<file path="src/rtl/reg_bus_pkg.sv">
// Shared types and limits for the register bus arbiter.
// Latency: n/a (declarations only).
// Backpressure: n/a.
package reg_bus_pkg;

    localparam int DEF_ADDR_W   = 16;
    localparam int DEF_DATA_W   = 32;
    localparam int MAX_READ_LAT = 4;
    localparam int LAT_CNT_W    = $clog2(MAX_READ_LAT);

    typedef enum logic [1:0] {
        IDLE  = 2'd0,
        ISSUE = 2'd1,
        WAIT  = 2'd2,
        DONE  = 2'd3
    } arb_state_t;

endpackage

</file>
<file path="src/rtl/reg_bus_arbiter_rr_pick.sv">
// Round-robin picker: first set req bit after last_grant, wrapping.
// Latency: combinational.
// Backpressure: none; valid is low when no request is pending.
module rr_pick #(
    parameter int NUM_REQ = 2,
    parameter int IDX_W   = 1
) (
    input  logic [NUM_REQ-1:0] req,
    input  logic [IDX_W-1:0]   last_grant,
    output logic               valid,
    output logic [IDX_W-1:0]   index
);

    logic [IDX_W-1:0] cand;

    // Walk from the farthest candidate to the nearest so the nearest set bit wins.
    always_comb begin
        valid = 1'b0;
        index = '0;
        cand  = '0;
        for (int k = NUM_REQ; k >= 1; k--) begin
            cand = IDX_W'((int'(last_grant) + k) % NUM_REQ);
            if (req[cand]) begin
                valid = 1'b1;
                index = cand;
            end
        end
    end

endmodule

</file>
<file path="src/rtl/reg_bus_arbiter.sv">
// Round-robin register bus arbiter, one transaction in flight; optional REG_BUS_ARB_LOCK_EN adds req_lock.
// Latency: request seen in IDLE at cycle 0 is acked in cycle 2+READ_LAT; one txn per 3+READ_LAT cycles.
// Backpressure: requesters hold req and fields until their one-cycle ack; no other stall.
module reg_bus_arbiter
    import reg_bus_pkg::*;
#(
    parameter int NUM_REQ  = 2,
    parameter int ADDR_W   = DEF_ADDR_W,
    parameter int DATA_W   = DEF_DATA_W,
    parameter int READ_LAT = 1
) (
    input  logic                      clk,
    input  logic                      reset,
    input  logic [NUM_REQ-1:0]        req,
    input  logic [NUM_REQ-1:0]        req_wr,
    input  logic [NUM_REQ*ADDR_W-1:0] req_addr,
    input  logic [NUM_REQ*DATA_W-1:0] req_wdata,
`ifdef REG_BUS_ARB_LOCK_EN
    input  logic [NUM_REQ-1:0]        req_lock,
`endif
    output logic [NUM_REQ-1:0]        ack,
    output logic [DATA_W-1:0]         rdata,
    output logic [ADDR_W-1:0]         bus_addr,
    output logic [DATA_W-1:0]         bus_wdata,
    output logic                      bus_wr,
    output logic                      bus_rd,
    input  logic [DATA_W-1:0]         bus_rdata
);

    localparam int IDX_W = (NUM_REQ > 1) ? $clog2(NUM_REQ) : 1;

    arb_state_t             state, state_nxt;
    logic [IDX_W-1:0]       grant, last_grant;
    logic [IDX_W-1:0]       pick_idx, sel_idx;
    logic                   pick_vld, sel_vld, lock_hit;
    logic                   lat_wr;
    logic [ADDR_W-1:0]      lat_addr;
    logic [DATA_W-1:0]      lat_wdata, rdata_q;
    logic [LAT_CNT_W-1:0]   lat_cnt;

    rr_pick #(
        .NUM_REQ (NUM_REQ),
        .IDX_W   (IDX_W)
    ) u_rr_pick (
        .req        (req),
        .last_grant (last_grant),
        .valid      (pick_vld),
        .index      (pick_idx)
    );

`ifdef REG_BUS_ARB_LOCK_EN
    logic lock_flag;

    // The lock only survives one IDLE cycle: taken if the owner still requests, dropped otherwise.
    always_ff @(posedge clk or posedge reset) begin
        if (reset) begin
            lock_flag <= 1'b0;
        end else if (state == DONE) begin
            lock_flag <= req_lock[grant];
        end else if (state == IDLE) begin
            lock_flag <= 1'b0;
        end
    end

    assign lock_hit = lock_flag && req[last_grant];
`else
    assign lock_hit = 1'b0;
`endif

    assign sel_vld = lock_hit || pick_vld;
    assign sel_idx = lock_hit ? last_grant : pick_idx;

    always_ff @(posedge clk or posedge reset) begin
        if (reset) begin
            state <= IDLE;
        end else begin
            state <= state_nxt;
        end
    end

    always_comb begin
        state_nxt = state;
        case (state)
            IDLE:    if (sel_vld) state_nxt = ISSUE;
            ISSUE:   state_nxt = WAIT;
            WAIT:    if (lat_cnt == '0) state_nxt = DONE;
            DONE:    state_nxt = IDLE;
            default: state_nxt = IDLE;
        endcase
    end

    always_ff @(posedge clk or posedge reset) begin
        if (reset) begin
            grant      <= '0;
            last_grant <= IDX_W'(NUM_REQ - 1);
            lat_wr     <= 1'b0;
            lat_addr   <= '0;
            lat_wdata  <= '0;
            lat_cnt    <= '0;
            rdata_q    <= '0;
        end else begin
            case (state)
                IDLE: begin
                    if (sel_vld) begin
                        grant     <= sel_idx;
                        lat_wr    <= req_wr[sel_idx];
                        lat_addr  <= req_addr[int'(sel_idx)*ADDR_W +: ADDR_W];
                        lat_wdata <= req_wdata[int'(sel_idx)*DATA_W +: DATA_W];
                    end
                end
                ISSUE: lat_cnt <= LAT_CNT_W'(READ_LAT - 1);
                WAIT: begin
                    // Writes also land here: the capture is the post-write read-back.
                    if (lat_cnt != '0) begin
                        lat_cnt <= lat_cnt - LAT_CNT_W'(1);
                    end else begin
                        rdata_q <= bus_rdata;
                    end
                end
                DONE: last_grant <= grant;
                default: ;
            endcase
        end
    end

    // Strobes decode from state so reset cancels them without waiting for a clock.
    assign bus_addr  = lat_addr;
    assign bus_wdata = lat_wdata;
    assign bus_wr    = (state == ISSUE) && lat_wr;
    assign bus_rd    = (state == ISSUE) && !lat_wr;
    assign rdata     = rdata_q;

    always_comb begin
        ack = '0;
        if (state == DONE) ack[grant] = 1'b1;
    end

    a_strobe_excl: assert property (@(posedge clk) disable iff (reset) !(bus_wr && bus_rd));
    a_ack_onehot:  assert property (@(posedge clk) disable iff (reset) $onehot0(ack));

endmodule
</file>
<file path="config.mk">
export PLATFORM = sky130hd
export DESIGN_NAME = reg_bus_arbiter
export DESIGN_NICKNAME = d
export VERILOG_FILES = /design/src/rtl/reg_bus_pkg.sv /design/src/rtl/reg_bus_arbiter_rr_pick.sv /design/src/rtl/reg_bus_arbiter.sv
export SDC_FILE = /design/constraint.sdc
export NUM_CORES = 1
export LEC_CHECK = 0
export BUFFER_PORTS_ARGS = -buffer_cell sky130_fd_sc_hd__buf_2
export CORE_ASPECT_RATIO = 0.9
export CORE_MARGIN = 2
export CORE_UTILIZATION = 25
export DETAILED_ROUTE_END_ITERATION = 10
export GPL_ROUTABILITY_DRIVEN = 0
export PLACE_DENSITY = 0.63
export SYNTH_ARGS = -nofsm -noshare
export SYNTH_HDL_FRONTEND = slang
export SYNTH_SLANG_ARGS = --single-unit
</file>
<file path="constraint.sdc">
create_clock -name clk -period 2.3 [get_ports clk]
set_input_delay 0.115 -clock clk [delete_from_list [all_inputs] [get_ports clk]]
set_output_delay 0.115 -clock clk [all_outputs]
set_load 0.02 [all_outputs]
</file>
Word-level counts from Yosys, hierarchy flattened
Index checks and enable logic that the tools add are counted.
Widths: inputs -> output; s select.
{"block": "totals", "register_bits": 87, "output_inout_bits": 84, "inputBits": 134, "wordCells": 55}
{"block": "classes", "bitwise_logic": 1, "reduce_logical": 12, "n_shift": 2, "mux": 18, "add_sub_neg": 3, "n_lt_le_gt_ge": 5, "eq_ne": 6}
{"operator": "$shiftx 64x7->32", "n": 1}
{"operator": "$shiftx 32x6->16", "n": 1}
{"operator": "$mux 1", "n": 11}
{"operator": "$lt 1x2->1 const B", "n": 4}
{"operator": "$mux 2", "n": 4}
{"operator": "$pmux 2 s4", "n": 1}
{"operator": "$reduce_and 2->1", "n": 4}
{"operator": "$ne 2x2->1 const B", "n": 3}
{"operator": "$eq 2x2->1 const B", "n": 2}
{"operator": "$logic_not 2->1", "n": 2}
{"operator": "$pmux 2 s2", "n": 1}
{"operator": "$reduce_bool 2->1", "n": 2}
{"operator": "$logic_and 1x1->1", "n": 3}
{"operator": "$add 1x1->1 const B", "n": 2}
{"operator": "$eq 2x1->1 const B", "n": 1}
{"operator": "$sub 2x1->2 const B", "n": 1}
{"operator": "$demux 1 s1", "n": 1}
{"operator": "$ge 1x1->1 const B", "n": 1}
{"operator": "$logic_not 1->1", "n": 1}
{"operator": "$not 1->1", "n": 1}

Logic depth before layout (Yosys ltp)
{"block": "logic_depth", "ltp_word": 7, "ltp_mapped": 7, "depth_no_buf": 5}

By module
Synthesis repeated with hierarchy kept, for this count alone.
{"block": "hier_totals", "cells_unflattened": 318, "area_unflattened_um2": 3966.3}
{"module": "reg_bus_arbiter", "cells_per_inst": 316, "area_each_um2": 3952.5, "seq_area_each_um2": 2178.3, "n_inst": 1}
{"module": "rr_pick", "cells_per_inst": 2, "area_each_um2": 13.8, "seq_area_each_um2": 0.0, "n_inst": 1}

Worst setup path before layout
No wires, ideal clock.
{"block": "synth_path", "path_kind": "register to register", "start": "register state[0]", "end": "register rdata_q[0], in the netlist rdata[0]", "synth_period_minus_slack_ps": 1485, "stages_incl_launch_ff": 6, "path_slack_ps": 815, "required_ps": 2175, "setup_ps": 125, "n_path_buf": 1, "t_arrival_ps": 1360, "cell_sequence": "dfrtp_1 inv_1 ha_1 nand2_1 buf_2 mux2_2"}
{"block": "synth_via", "elab_chain_len": 2}
{"item": "start: declaration", "line_no": "reg_bus_arbiter.sv:32", "rtl": "arb_state_t state, state_nxt;"}
{"item": "start signal: assignment", "line_no": "reg_bus_arbiter.sv:77", "rtl": "state <= state_nxt;"}
{"item": "$eq 2x2->1", "line_no": "reg_bus_arbiter.sv:102", "rtl": "case (state)"}
{"item": "$reduce_and 2->1 (no source line)"}
{"item": "end signal: assignment", "line_no": "reg_bus_arbiter.sv:117", "rtl": "rdata_q <= bus_rdata;"}
{"item": "end: declaration", "line_no": "reg_bus_arbiter.sv:38", "rtl": "logic [DATA_W-1:0] lat_wdata, rdata_q;"}
Every way passes these cells.
A chain may end at the register's enable or synchronous reset.

Final worst setup path
{"block": "layout_path", "start": "register state[0]", "end": "register lat_wdata[14], in the netlist bus_wdata[14]"}
{"block": "layout_via", "elab_chain_len": 2}
{"item": "$logic_not 2->1", "line_no": "reg_bus_arbiter.sv:102"}
{"item": "$reduce_and 2->1 (no source line)"}
{"item": "end signal: assignment", "line_no": "reg_bus_arbiter.sv:108", "rtl": "lat_wdata <= req_wdata[int'(sel_idx)*DATA_W +: DATA_W];"}
{"item": "end: declaration", "line_no": "reg_bus_arbiter.sv:38"}
Every way passes these cells.

==> metrics.cfg <==
[clocking]
cts_made_buffers = 9
post_cts_buffers = 0
cts_buffer_depth = 2
cts_sinks = 87
htree_levels = 3
root_buffer = clkbuf_16
path_clk_slew_ps = 60
cts_tree = yes
clock_latency_ps = 340

[routing]
drt-initial-drc-count = 126
wirelength_mm = 11.73
drtAntennaViolNets = 0
wl_per_cell_um = 13.63
vias_per_cell = 4.370
drcViolationCount = 0
via_count = 3758
drt_pass1_iterations = 4

[worst_setup_path]
worstSetupStartpointType = flop
critical_path.startpoint = state[0]
cpMostUsedCell = a21oi_1
timing.rr.start = state[0]
worstRegToRegCells = 6
cp.depth = 6
path_cells = inv_1 > ha_1 > o21ai_4 > buf_4 > a21oi_1 > a21oi_1
crit_family = compound AO/OA/AOI/OAI gates
rrSetupSlack_ps = 590
critPathSlowestCell = dfrtp_1
worstPathRequired_ps = 2560
timing.rr.end = bus_wdata[14]
crit_arrival_ps = 1970
endpoint = bus_wdata[14]
crit_fanout = 25
critPathKind = flop to flop
cp.buffers_inverters = 2
critPathCaptureType = flop
critPathMaxStageDelay_ps = 390

[timing]
tightest_slew_ps = 785.0
slew_violations = 0
finalHoldViolCount = 0
timing.final.crit_period_ps = 1714
fin_tns_setup_ps = 0
max_slew_margin_pct = 47.47
rsz0062_at_grt = no
max_freq_mhz = 583.6
clock_skew_ps = 4.569
finalSetupViolCount = 0
timing.final.crit_share_pct = 74.51

[synth]
ys_seq_elements = 87
netlist_area_um2 = 3766
synth_nets = 509
yosysWarningCount = 0
syn_inst = 369
synth-seq-area-share_pct = 57.84
synth_area_per_cell_um2 = 10.21
yosysUniqueCellTypes = 20

[die]
core_area_um2 = 14710
io_pins = 218
die_x_um = 133.4
dieArea_um2 = 16060
start_util_pct = 25.60
die_h_um = 120.4
rows = 42

[power_and_ir_drop]
internal_power_mw = 4.756
switching_share_pct = 41.13
p_leak_nw = 2.981
power.density_nw_per_um2 = 1311
power.share.sequential_pct = 33.6
p_sw_mw = 3.323
p_clk_share_pct = 18.2
peakVddDrop_mv = 0.5193
combPwrFrac_pct = 48.2

[min_path]
min-delay-path-class = input port to flop

[grt]
grt_start_max_net_pins = 60
grt_use_total_pct = 14.66
grt_pass1_wl_mm = 18.62
grt_pass1_vias = 3917
gr-total-overflow = 0
antenna_found_initial = 0

[final_layout]
nets = 798
drive_above_1_share_pct = 42.60
area_delta_synth_final_pct = 63.69
layout_common_cells = buf_2 (217), a21oi_1 (98), dfrtp_1 (86), dlygate4sd3_1 (75)
final_common_cell = buf_2
num_antenna_cells = 0
post-route-util_pct = 41.90

[flow_run]
cap_viol_max_count = 0

[status]
status = finished clean

[placement]
dp_hpwl_mm = 7.841
port_buffers = 217

==> per-stage QoR <==
step / cell area [µm²] / std cells / setup WS, ps / hold WS, ps / power, mW
final: 6165 / 860 / 586.4 / 16.00 / 8.079
after global routing: 6165 / 860 / 455.7 / 6.108 / 8.671
after CTS: 6165 / 860 / 581.9 / 0.5138 / 8.176
after detailed placement: 5116 / 770 / 611.4 / 246.9 / 6.565
after global placement: 5116 / 770 / 647.7 / 242.5 / 6.505
after floorplan: 3770 / 369 / 815.1 / 243.9 / 5.223
==> state kept, by name (all words and copies together) (netlist names) <==
register and cells:
bus_addr 16, lat_wr 1, last_grant 1, bus_wdata 32, rdata 32, grant 1
lat_cnt 2, state 2
==> worst register-to-register path, stage by stage, from the launching register on <==
cell	delay [ps]
dfrtp_1	390
inv_1	90
ha_1	270
o21ai_4	320
buf_4	350
a21oi_1	60
a21oi_1	150
==> synth_stat cells <==
master,n,area (µm²)
a21oi_1,98,490.5
dfrtp_1,86,2152
nand2_1,50,187.7
nor2_1,50,187.7
mux2_2,35,394.1
buf_2,19,95.09
ha_1,6,75.07
inv_1,6,22.52
buf_4,4,30.03
nor2b_1,3,18.77
a22o_1,2,17.52
and2_1,2,12.51
a21bo_2,1,10.01
a21boi_2,1,11.26
dfstp_2,1,26.28
nor3b_1,1,7.510
o21a_1,1,7.510
o21ai_0,1,5.000
o21ai_1,1,5.000
o32a_1,1,10.01
==> power groups by stage <==
| stage | logic [mW] | clock network (mW) | registers [mW] |
|---|---|---|---|
| 2_1_floorplan | 1.62 | 0 | 3.60 |
| 3_3_place_gp | 3.78 | 0 | 2.72 |
| 3_5_place_dp | 3.83 | 0 | 2.74 |
| 4_1_cts | 3.93 | 1.52 | 2.72 |
| 5_1_grt | 4.26 | 1.59 | 2.82 |
| 6_report | 3.89 | 1.47 | 2.72 |
==> layer usage <==
layer / track usage (%) / routed length (µm) / vias to the layer above
met4: 5.585 / 275 / 0
met1: 16.80 / 4841 / 1766
met5: 0 / 0 / -
li1: - / - / 1819
met2: 25.52 / 5802 / 150
met3: 4.780 / 806 / 23
==> area by class of cell <==
class	count	area, µm²
clock buffer	10	239.0
clock inverter	5	58.81
fill	1412	8549
inverter	6	26.28
multi-input combinational	253	1460
sequential	87	2178
tap	198	247.7
timing repair buffer	301	1954
==> kinds of logic (layout without fill, tap and decap cells) <==
kind of cell,after synthesis,after routing,synth area share (%)
buffers and inverters,29,322,3.920
DFF,87,87,57.84
adders and majority gates,6,6,1.993
AOI/OAI and AO/OA,106,106,14.78
and+or+nand+nor,106,106,11.00
muxes,35,35,10.47
==> how the worst min path moves through the flow <==
stage	endpoint	startpoint	depth (start not counted)	slack (ps)
after floorplan	bus_addr[0]	req_addr[0]	2	240
after global placement	rdata[19]	reset	3	240
after detailed placement	rdata[19]	reset	3	250
after CTS	bus_addr[12]	req_addr[12]	3	0.5
after global routing	bus_addr[12]	req_addr[12]	3	6
final	bus_addr[12]	req_addr[12]	3	20
==> timing repair <==
item	4_1_cts	5_1_grt
endpoints found under the hold margin	160	0
gates resized for setup	0	0
hold buffers	75	0
Note: power is estimated with default switching activity, not from simulation.
